[src/rtl/micro_sequencer.sv]
// Microcode sequencer for the multicycle MIPS datapath: 14-word store, micro-PC, two dispatch tables.
// Controls decode combinationally from upc. Memory microsteps hold upc until mem_ready.
module micro_sequencer #(
    parameter int CNT_W = 32,
    parameter int UPC_W = 4
) (
    input  logic             clk,
    input  logic             rst,
    input  logic [5:0]       opcode,
    input  logic             mem_ready,
    output logic             MemRead,
    output logic             MemWrite,
    output logic             RegWrite,
    output logic             IRWrite,
    output logic             ALUSrcA,
    output logic             PCWriteCond,
    output logic             BranchNotEqual,
    output logic             PCWrite,
    output logic             IorD,
    output logic [1:0]       RegDst,
    output logic [1:0]       MemtoReg,
    output logic [1:0]       ALUSrcB,
    output logic [1:0]       PCSrc,
    output logic [1:0]       ALUOp,
    output logic [UPC_W-1:0] upc,
    output logic             instr_done,
    output logic             illegal_op,
    output logic [CNT_W-1:0] instr_count,
    output logic [CNT_W-1:0] cycle_count
);

    typedef enum logic [UPC_W-1:0] {
        FETCH   = 0,  DECODE  = 1,  MEMADR  = 2,  LW_MEM  = 3,
        LW_WB   = 4,  SW_MEM  = 5,  R_EXE   = 6,  R_WB    = 7,
        BEQ     = 8,  BNE     = 9,  JUMP    = 10, ADDI_EX = 11,
        ADDI_WB = 12, JAL     = 13
    } uword_t;

    uword_t           r_upc;
    uword_t           w_upc_nxt;
    logic [UPC_W-1:0] w_dec;
    logic [CNT_W-1:0] r_instr_count;
    logic [CNT_W-1:0] r_cycle_count;

    // Decoding an all-ones word during reset forces every control low.
    assign w_dec       = rst ? '1 : r_upc;
    assign upc         = r_upc;
    assign instr_count = r_instr_count;
    assign cycle_count = r_cycle_count;

    always_ff @(posedge clk or posedge rst) begin
        if (rst) begin
            r_upc         <= FETCH;
            r_instr_count <= '0;
            r_cycle_count <= '0;
        end else begin
            r_upc         <= w_upc_nxt;
            r_cycle_count <= r_cycle_count + CNT_W'(1);
            if (instr_done)
                r_instr_count <= r_instr_count + CNT_W'(1);
        end
    end

    always_comb begin
        MemRead = 1'b0; MemWrite = 1'b0; RegWrite = 1'b0; IRWrite = 1'b0;
        ALUSrcA = 1'b0; PCWriteCond = 1'b0; BranchNotEqual = 1'b0;
        PCWrite = 1'b0; IorD = 1'b0;
        RegDst = 2'b00; MemtoReg = 2'b00; ALUSrcB = 2'b00; PCSrc = 2'b00; ALUOp = 2'b00;
        instr_done = 1'b0;
        illegal_op = 1'b0;
        w_upc_nxt  = FETCH;
        case (w_dec)
            FETCH: begin
                MemRead   = 1'b1;
                ALUSrcB   = 2'b01;
                IRWrite   = mem_ready;
                PCWrite   = mem_ready;
                w_upc_nxt = mem_ready ? DECODE : FETCH;
            end
            DECODE: begin
                ALUSrcB = 2'b11;
                case (opcode)
                    6'b000000:            w_upc_nxt = R_EXE;
                    6'b100011, 6'b101011: w_upc_nxt = MEMADR;
                    6'b000100:            w_upc_nxt = BEQ;
                    6'b000101:            w_upc_nxt = BNE;
                    6'b000010:            w_upc_nxt = JUMP;
                    6'b001000:            w_upc_nxt = ADDI_EX;
                    6'b000011:            w_upc_nxt = JAL;
                    default:              illegal_op = 1'b1;
                endcase
            end
            MEMADR: begin
                ALUSrcA = 1'b1;
                ALUSrcB = 2'b10;
                if (opcode == 6'b100011)      w_upc_nxt = LW_MEM;
                else if (opcode == 6'b101011) w_upc_nxt = SW_MEM;
            end
            LW_MEM: begin
                MemRead   = 1'b1;
                IorD      = 1'b1;
                w_upc_nxt = mem_ready ? LW_WB : LW_MEM;
            end
            LW_WB: begin
                RegWrite   = 1'b1;
                MemtoReg   = 2'b01;
                instr_done = 1'b1;
            end
            SW_MEM: begin
                MemWrite   = 1'b1;
                IorD       = 1'b1;
                instr_done = mem_ready;
                w_upc_nxt  = mem_ready ? FETCH : SW_MEM;
            end
            R_EXE: begin
                ALUSrcA   = 1'b1;
                ALUOp     = 2'b10;
                w_upc_nxt = R_WB;
            end
            R_WB: begin
                RegWrite   = 1'b1;
                RegDst     = 2'b01;
                instr_done = 1'b1;
            end
            BEQ, BNE: begin
                ALUSrcA        = 1'b1;
                ALUOp          = 2'b01;
                PCWriteCond    = 1'b1;
                PCSrc          = 2'b01;
                BranchNotEqual = (w_dec == BNE);
                instr_done     = 1'b1;
            end
            JUMP: begin
                PCWrite    = 1'b1;
                PCSrc      = 2'b10;
                instr_done = 1'b1;
            end
            ADDI_EX: begin
                ALUSrcA   = 1'b1;
                ALUSrcB   = 2'b10;
                w_upc_nxt = ADDI_WB;
            end
            ADDI_WB: begin
                RegWrite   = 1'b1;
                instr_done = 1'b1;
            end
            JAL: begin
                PCWrite    = 1'b1;
                PCSrc      = 2'b10;
                RegWrite   = 1'b1;
                RegDst     = 2'b10;
                MemtoReg   = 2'b10;
                instr_done = 1'b1;
            end
            default: ;
        endcase
    end

endmodule

[config.mk]
export PLATFORM = sky130hd
export DESIGN_NAME = micro_sequencer
export DESIGN_NICKNAME = d
export VERILOG_FILES = /design/src/rtl/micro_sequencer.sv
export SDC_FILE = /design/constraint.sdc
export NUM_CORES = 1
export LEC_CHECK = 0
export BUFFER_PORTS_ARGS = -buffer_cell sky130_fd_sc_hd__buf_4
export CORE_AREA = 4 4 88 90
export CTS_CLUSTER_DIAMETER = 30
export DETAILED_ROUTE_END_ITERATION = 10
export DIE_AREA = 0 0 92 94
export PLACE_DENSITY = 0.79
export SLEW_MARGIN = 20
export SYNTH_ARGS = -nofsm -noshare
export SYNTH_HDL_FRONTEND = slang
export SYNTH_SLANG_ARGS = --single-unit
[constraint.sdc]
create_clock -name clk -period 3.65 [get_ports clk]
set_input_delay 0.365 -clock clk [delete_from_list [all_inputs] [get_ports clk]]
set_output_delay 0.365 -clock clk [all_outputs]
set_load 0.01 [all_outputs]
==> results of run 1 <==
-- registers in the layout (all words and copies together), names as in the netlist --
register,cells
instr_count,32
cycle_count,32
upc,4
-- metrics by stage --
stage	hold slack (ns)	utilization, %	instance area (µm²)	total power [W]
finish	0.0765	64.6	4560	0.00144
detailed placement	0.441	62.1	4380	0.000872
CTS	0.0747	64.6	4560	0.00146
global placement	0.437	62.1	4380	0.000868
floorplan	0.507	-	3620	0.000834
global route	0.101	64.6	4560	0.00150
-- final cells by class --
type / instances / area share (%)
clock inverters: 5 / 1.18
multi-input cells: 262 / 39.4
repair buffers: 98 / 16.1
clock buffers: 10 / 2.80
flip-flops and latches: 68 / 37.3
inverters: 6 / 0.494
well taps: 99 / 2.72
-- cells in the mapped netlist, types with 3 or more instances --
master    count  area, µm²
nor2b_1       6       37.5
o21ai_0       3       15.0
dfrtp_1      68       1700
nor2_1       18       67.6
nand4_1      21        131
and4_1        9       78.8
nor3b_1       4       30.0
a21oi_1       7       35.0
and2_1        7       43.8
inv_1         6       22.5
buf_4         3       22.5
xnor2_1      49        429
and3_1       17        106
xor2_1       15        131
nor4_1        5       31.3
nand2_1      25       93.8
a211oi_1      3       22.5
nand2b_1      6       37.5
nand3_1      24        120
clkbuf_1     11       41.3
nor3_1       13       65.1
-- logic make-up after synthesis --
family,after synthesis,share of synthesized area [%]
AND/OR/NAND/NOR,169,27.9
flip-flops,68,47.0
XOR/XNOR,64,15.5
AO/OA/AOI/OAI,25,4.98
buffers and inverters,25,3.39
multiplexers,2,0.587
adder cells (fa/ha/maj),2,0.691
-- per-layer routing --
| layer | routed length [µm] | vias up | global-route usage [%] |
|---|---|---|---|
| met5 | 0 | - | 0 |
| met2 | 3790 | 85 | 29.8 |
| met1 | 3830 | 1426 | 27.2 |
| li1 | - | 1435 | - |
| met3 | 488 | 10 | 5.29 |
| met4 | 96 | 0 | 5.69 |
-- worst max-delay path by stage --
stage          startpoint          to  slack (ns)  cells past startpoint
2_1_floorplan         rst   RegDst[1]        0.56                      5
3_3_place_gp       upc[2]  instr_done        1.41                      4
3_5_place_dp       upc[2]  instr_done        1.36                      4
4_1_cts            upc[2]  instr_done        0.98                      4
5_1_grt            upc[2]  instr_done        0.80                      4
6_report           upc[2]  instr_done        0.97                      4
-- report_power, final --
part	total [W]	leakage (nW)	internal, W	switching, W
clock network	0.000589	0.0959	0.000310	0.000280
registers	0.000771	0.934	0.000759	0.0000118
logic	0.0000843	1.18	0.0000354	0.0000489
total	0.00144	2.21	0.00110	0.000340
-- critical path: stages (launching register included) --
cell,delay [ns]
dfrtp_1,0.77
nor2_1,0.14
a211o_4,0.38
nor2_2,0.47
buf_4,0.23
==> flow_metrics.env, run 1 <==
export IMPL_fin_nets=456
export IMPL_multiInputGateArea_um2=1800
export IMPL_synth_cells=355
export IMPL_synth_avg_cell_area_um2=10.2
export IMPL_syn_to_final_growth_pct=26.0
export IMPL_skew_ns=0.00863
export IMPL_dieWidth_um=92
export IMPL_critPathRequiredTime_ns=3.28
export IMPL_finalWirelength_um=8210
export IMPL_syn_num_nets=366
export IMPL_ctsResizeCount=0
export IMPL_layout_common_cells="buf_4 (98), dfrtp_1 (68), xnor2_1 (49)"
export IMPL_insertedDiodeCount=0
export IMPL_r2r_end="instr_count[1]"
export IMPL_grt_setup_unrepaired="false"
export IMPL_final_min_clock_period_ns=2.68
export IMPL_drt_initial_drc_count=113
export IMPL_slew_viol_final=0
export IMPL_htree_levels=3
export IMPL_synth_seq_cells=68
export IMPL_synth_async_reset_ratio_pct=100
export IMPL_clock_latency_ns=0.34
export IMPL_dp_slack_ns=1.36
export IMPL_drtPass1Iterations=4
export IMPL_die_area_um2=8650
export IMPL_max_freq_ghz=0.374
export IMPL_worstSetupEndpointType="output pin"
export IMPL_rr_startpoint="upc[2]"
export IMPL_cts_root_buf="clkbuf_8"
export IMPL_maxSlewHeadroom_pct=38.0
export IMPL_leakage_nw=2.21
export IMPL_place_inst=533
export IMPL_worstMarginPinSlew_ns=0.928
export IMPL_setup_viol=0
export IMPL_row_count=31
export IMPL_regArea_um2=1700
export IMPL_status="finished, final reports clean"
export IMPL_finalSetupTns_ns=0
export IMPL_startpoint_type="register"
export IMPL_grt_overflow=0
export IMPL_fp_coreArea_um2=7060
export IMPL_cp_max_fo=23
export IMPL_yosysUniqueCellTypes=50
export IMPL_cp_arrival_ns=2.31
export IMPL_vias=2956
export IMPL_vias_per_cell=5.39
export IMPL_fin_cells=548
export IMPL_power_density_nw_per_um2=317
export IMPL_drive_gt1_share_pct=27.6
export IMPL_die_h_um=94
export IMPL_gp_congestion=0.861
export IMPL_grt_use_total_pct=19.5
export IMPL_fill_cells=598
export IMPL_cts_reportedPaths_clkPinSlew_ns=0.07
export IMPL_clock_sinks=68
export IMPL_path_class="register to output pin"
export IMPL_fin_crit_sh_pct=73.3
export IMPL_dp_hpwl_um=5950
export IMPL_num_io_pins=98
export IMPL_final_hold_viol_count=0
export IMPL_grt_pass1_wl_um=13700
export IMPL_numPortBuffers=97
export IMPL_cts_tree="done"
export IMPL_reg2reg_depth=4
export IMPL_grt_pass1_vias=2847
export IMPL_yosys_warnings=0
export IMPL_ir_drop_mv=0.178
export IMPL_layout_commonest_cell="buf_4"
export IMPL_wl_per_cell_um=15.0
export IMPL_detail_route_antenna_nets=0
export IMPL_synth_top_flop_cell="dfrtp_1"
export IMPL_cts_max_path_buffers=2
export IMPL_numCtsBuffers=9
export IMPL_grt_max_degree=55
export IMPL_r2r_slack_ns=1.40
export IMPL_fin_ws_ns=0.974
export IMPL_initial_core_util_pct=51.3
export IMPL_cts_setup_buffers=0
export IMPL_synth_edf_count=0
export IMPL_syn_cell_area_um2=3620
export IMPL_yosysSeqAreaShare_pct=47.0
export IMPL_hold_class="primary input to async pin"
export IMPL_antenna_found_initial=0
export IMPL_drv_cap=0
export IMPL_drc=0
export IMPL_cts_hold_buffers=0
Power figures use the tool's default switching activity.
==> run 2: changes to the inputs <==
--- a/config.mk
+++ b/config.mk
@@ -5,12 +5,13 @@
 export SDC_FILE = /design/constraint.sdc
 export NUM_CORES = 1
 export LEC_CHECK = 0
+export ABC_AREA = 1
 export BUFFER_PORTS_ARGS = -buffer_cell sky130_fd_sc_hd__buf_4
-export CORE_AREA = 4 4 88 90
+export CORE_AREA = 4 4 95 97
 export CTS_CLUSTER_DIAMETER = 30
 export DETAILED_ROUTE_END_ITERATION = 10
-export DIE_AREA = 0 0 92 94
-export PLACE_DENSITY = 0.79
+export DIE_AREA = 0 0 99 101
+export PLACE_DENSITY = 0.8
 export SLEW_MARGIN = 20
 export SYNTH_ARGS = -nofsm -noshare
 export SYNTH_HDL_FRONTEND = slang
==> constraint.sdc (replaced) <==
create_clock -name clk -period 2.65 [get_ports clk]
set_input_delay 0.265 -clock clk [delete_from_list [all_inputs] [get_ports clk]]
set_output_delay 0.265 -clock clk [all_outputs]
set_load 0.01 [all_outputs]
==> flow_metrics.env, run 2 <==
export IMPL_status="finished, final reports clean"
export IMPL_finalSetupTns_ns=0
export IMPL_htree_levels=3
export IMPL_synth_top_area_share_pct=38.4
export IMPL_syn_num_nets=705
export IMPL_wl_met1_um=5070
export IMPL_cp_arrival_ns=2.01
export IMPL_regArea_um2=1700
export IMPL_numCtsBuffers=9
export IMPL_yosys_top_cells_count="nand2_1 (288), nor2_1 (109), inv_1 (71)"
export IMPL_path_class="register to output pin"
export IMPL_setup_viol=0
export IMPL_synth_most_common_cell="nand2_1"
export IMPL_clock_latency_ns=0.35
export IMPL_grt_max_degree=69
export IMPL_synth_async_reset_ratio_pct=100
export IMPL_cp_max_fo=17
export IMPL_fin_crit_sh_pct=85.8
export IMPL_die_area_um2=10000
export IMPL_ir_drop_mv=0.255
export IMPL_final_min_clock_period_ns=2.27
export IMPL_power_density_nw_per_um2=408
export IMPL_reg2reg_depth=10
export IMPL_drtPass1Iterations=5
export IMPL_maxSlewHeadroom_pct=43.4
export IMPL_startpoint_type="register"
export IMPL_cts_setup_buffers=0
export IMPL_synth_edf_count=0
export IMPL_skew_ns=0.00487
export IMPL_final_hold_viol_count=0
export IMPL_dp_slack_ns=0.441
export IMPL_wl_met2_um=6080
export IMPL_ctsResizeCount=0
export IMPL_die_h_um=101
export IMPL_cts_reportedPaths_clkPinSlew_ns=0.08
export IMPL_drt_initial_drc_count=280
export IMPL_post_synth_top_area_cell="dfrtp_1"
export IMPL_leakage_nw=2.84
export IMPL_place_inst=888
export IMPL_detail_route_antenna_nets=0
export IMPL_yosysSeqAreaShare_pct=38.4
export IMPL_drive_gt1_share_pct=15.9
export IMPL_clock_sinks=68
export IMPL_slew_viol_final=0
export IMPL_critPathRequiredTime_ns=2.38
export IMPL_grt_overflow=0
export IMPL_synth_top_flop_cell="dfrtp_1"
export IMPL_max_freq_ghz=0.440
export IMPL_fin_cells=905
export IMPL_rr_startpoint="upc[3]"
export IMPL_drv_cap=0
export IMPL_r2r_slack_ns=0.59
export IMPL_synth_seq_cells=68
export IMPL_grt_use_total_pct=24.4
export IMPL_synth_avg_cell_area_um2=6.38
export IMPL_multiInputGateArea_um2=2400
export IMPL_worstMarginPinSlew_ns=0.849
export IMPL_drc=0
export IMPL_gp_congestion=0.930
export IMPL_hold_ws_ns=0.249
export IMPL_synth_area_leaders="dfrtp_1 (38%), nand2_1 (24%), nor2_1 (9.2%), nand3_1 (7.2%), inv_1 (6.0%)"
export IMPL_insertedDiodeCount=0
export IMPL_vias_per_cell=5.25
export IMPL_syn_to_final_growth_pct=23.2
export IMPL_fill_cells=720
export IMPL_grt_setup_unrepaired="false"
export IMPL_finalWirelength_um=12200
export IMPL_row_count=33
export IMPL_wl_per_cell_um=13.5
export IMPL_syn_cell_area_um2=4430
export IMPL_initial_core_util_pct=54.5
export IMPL_grt_pass1_wl_um=20000
export IMPL_dp_hpwl_um=9260
export IMPL_wl_met3_um=760
export IMPL_hold_class="primary input to async pin"
export IMPL_layout_common_cells="nand2_1 (288), nor2_1 (109), buf_4 (100)"
export IMPL_cts_max_path_buffers=2
export IMPL_r2r_end="instr_count[6]"
export IMPL_dieWidth_um=99
export IMPL_cts_tree="done"
export IMPL_yosys_warnings=0
export IMPL_synth_cells=694
export IMPL_vias=4749
export IMPL_fp_coreArea_um2=8130
export IMPL_fin_ws_ns=0.376
export IMPL_top_layer="met4"
export IMPL_cts_root_buf="clkbuf_8"
export IMPL_cts_hold_buffers=0
export IMPL_grt_pass1_vias=4447
export IMPL_num_io_pins=98
export IMPL_yosysUniqueCellTypes=25
export IMPL_worstSetupEndpointType="output pin"
export IMPL_fin_nets=806
export IMPL_antenna_found_initial=0
export IMPL_numPortBuffers=97
export IMPL_layout_commonest_cell="nand2_1"
-- run 2: routing by layer --
metal | GRT usage [%] | vias up
li1 | - | 2352
met1 | 30.3 | 2185
met2 | 42.8 | 183
met3 | 3.60 | 29
met4 | 9.66 | 0
met5 | 0 | -
-- run 2: layout make-up --
| cell class | instances | share of cell area (%) |
|---|---|---|
| Clock buffer | 9 | 2.27 |
| Timing Repair Buffer | 100 | 13.8 |
| Clock inverter | 7 | 1.40 |
| Inverter | 74 | 5.09 |
| Tap cell | 105 | 2.41 |
| Multi-Input combinational cell | 542 | 43.9 |
| Sequential cell | 68 | 31.2 |
-- run 2: worst max path at each step --
stage / start / endpoint / cells after the start
3_5_place_dp: upc[1] / instr_count[6] / 10
6_report: upc[3] / instr_done / 8
4_1_cts: upc[1] / instr_done / 8
2_1_floorplan: rst / instr_done / 8
3_3_place_gp: upc[3] / instr_count[28] / 10
5_1_grt: upc[3] / instr_done / 8
-- run 2: critical path, stage by stage (launching register included) --
cell and delay, ns:
dfrtp_1 0.44, nor2_2 0.17, nand2_1 0.16, inv_2 0.09, nand2_1 0.06, nor2_1 0.27
nor2_4 0.17, nand2_2 0.16, buf_4 0.14
-- run 2: metrics by stage --
stage	total power (W)	util, %	cell area [µm²]
2_1_floorplan	0.00126	-	4430
3_3_place_gp	0.00137	64.6	5250
3_5_place_dp	0.00138	64.6	5250
5_1_grt	0.00234	67.1	5460
6_report	0.00223	67.1	5460
4_1_cts	0.00225	67.0	5450
-- run 2: cell families (layout without fill, tap and decap cells) --
family                   count (synthesis)  count (layout)  share of synthesized area (%)
AND/OR/NAND/NOR                        499             500                           46.3
buffers and inverters                   85             190                           7.62
flip-flops                              68              68                           38.4
XOR/XNOR                                30              30                           5.93
AO/OA/AOI/OAI                           10              10                           1.21
adder cells (fa/ha/maj)                  2               2                          0.565
-- run 2: power by group --
group          internal, W  leakage [nW]  switching [W]  total [W]
Combinational     0.000103          1.81       0.000149   0.000252
Sequential         0.00106         0.931      0.0000399    0.00110
Clock             0.000439        0.0958       0.000435   0.000874
Total              0.00160          2.84       0.000624    0.00223
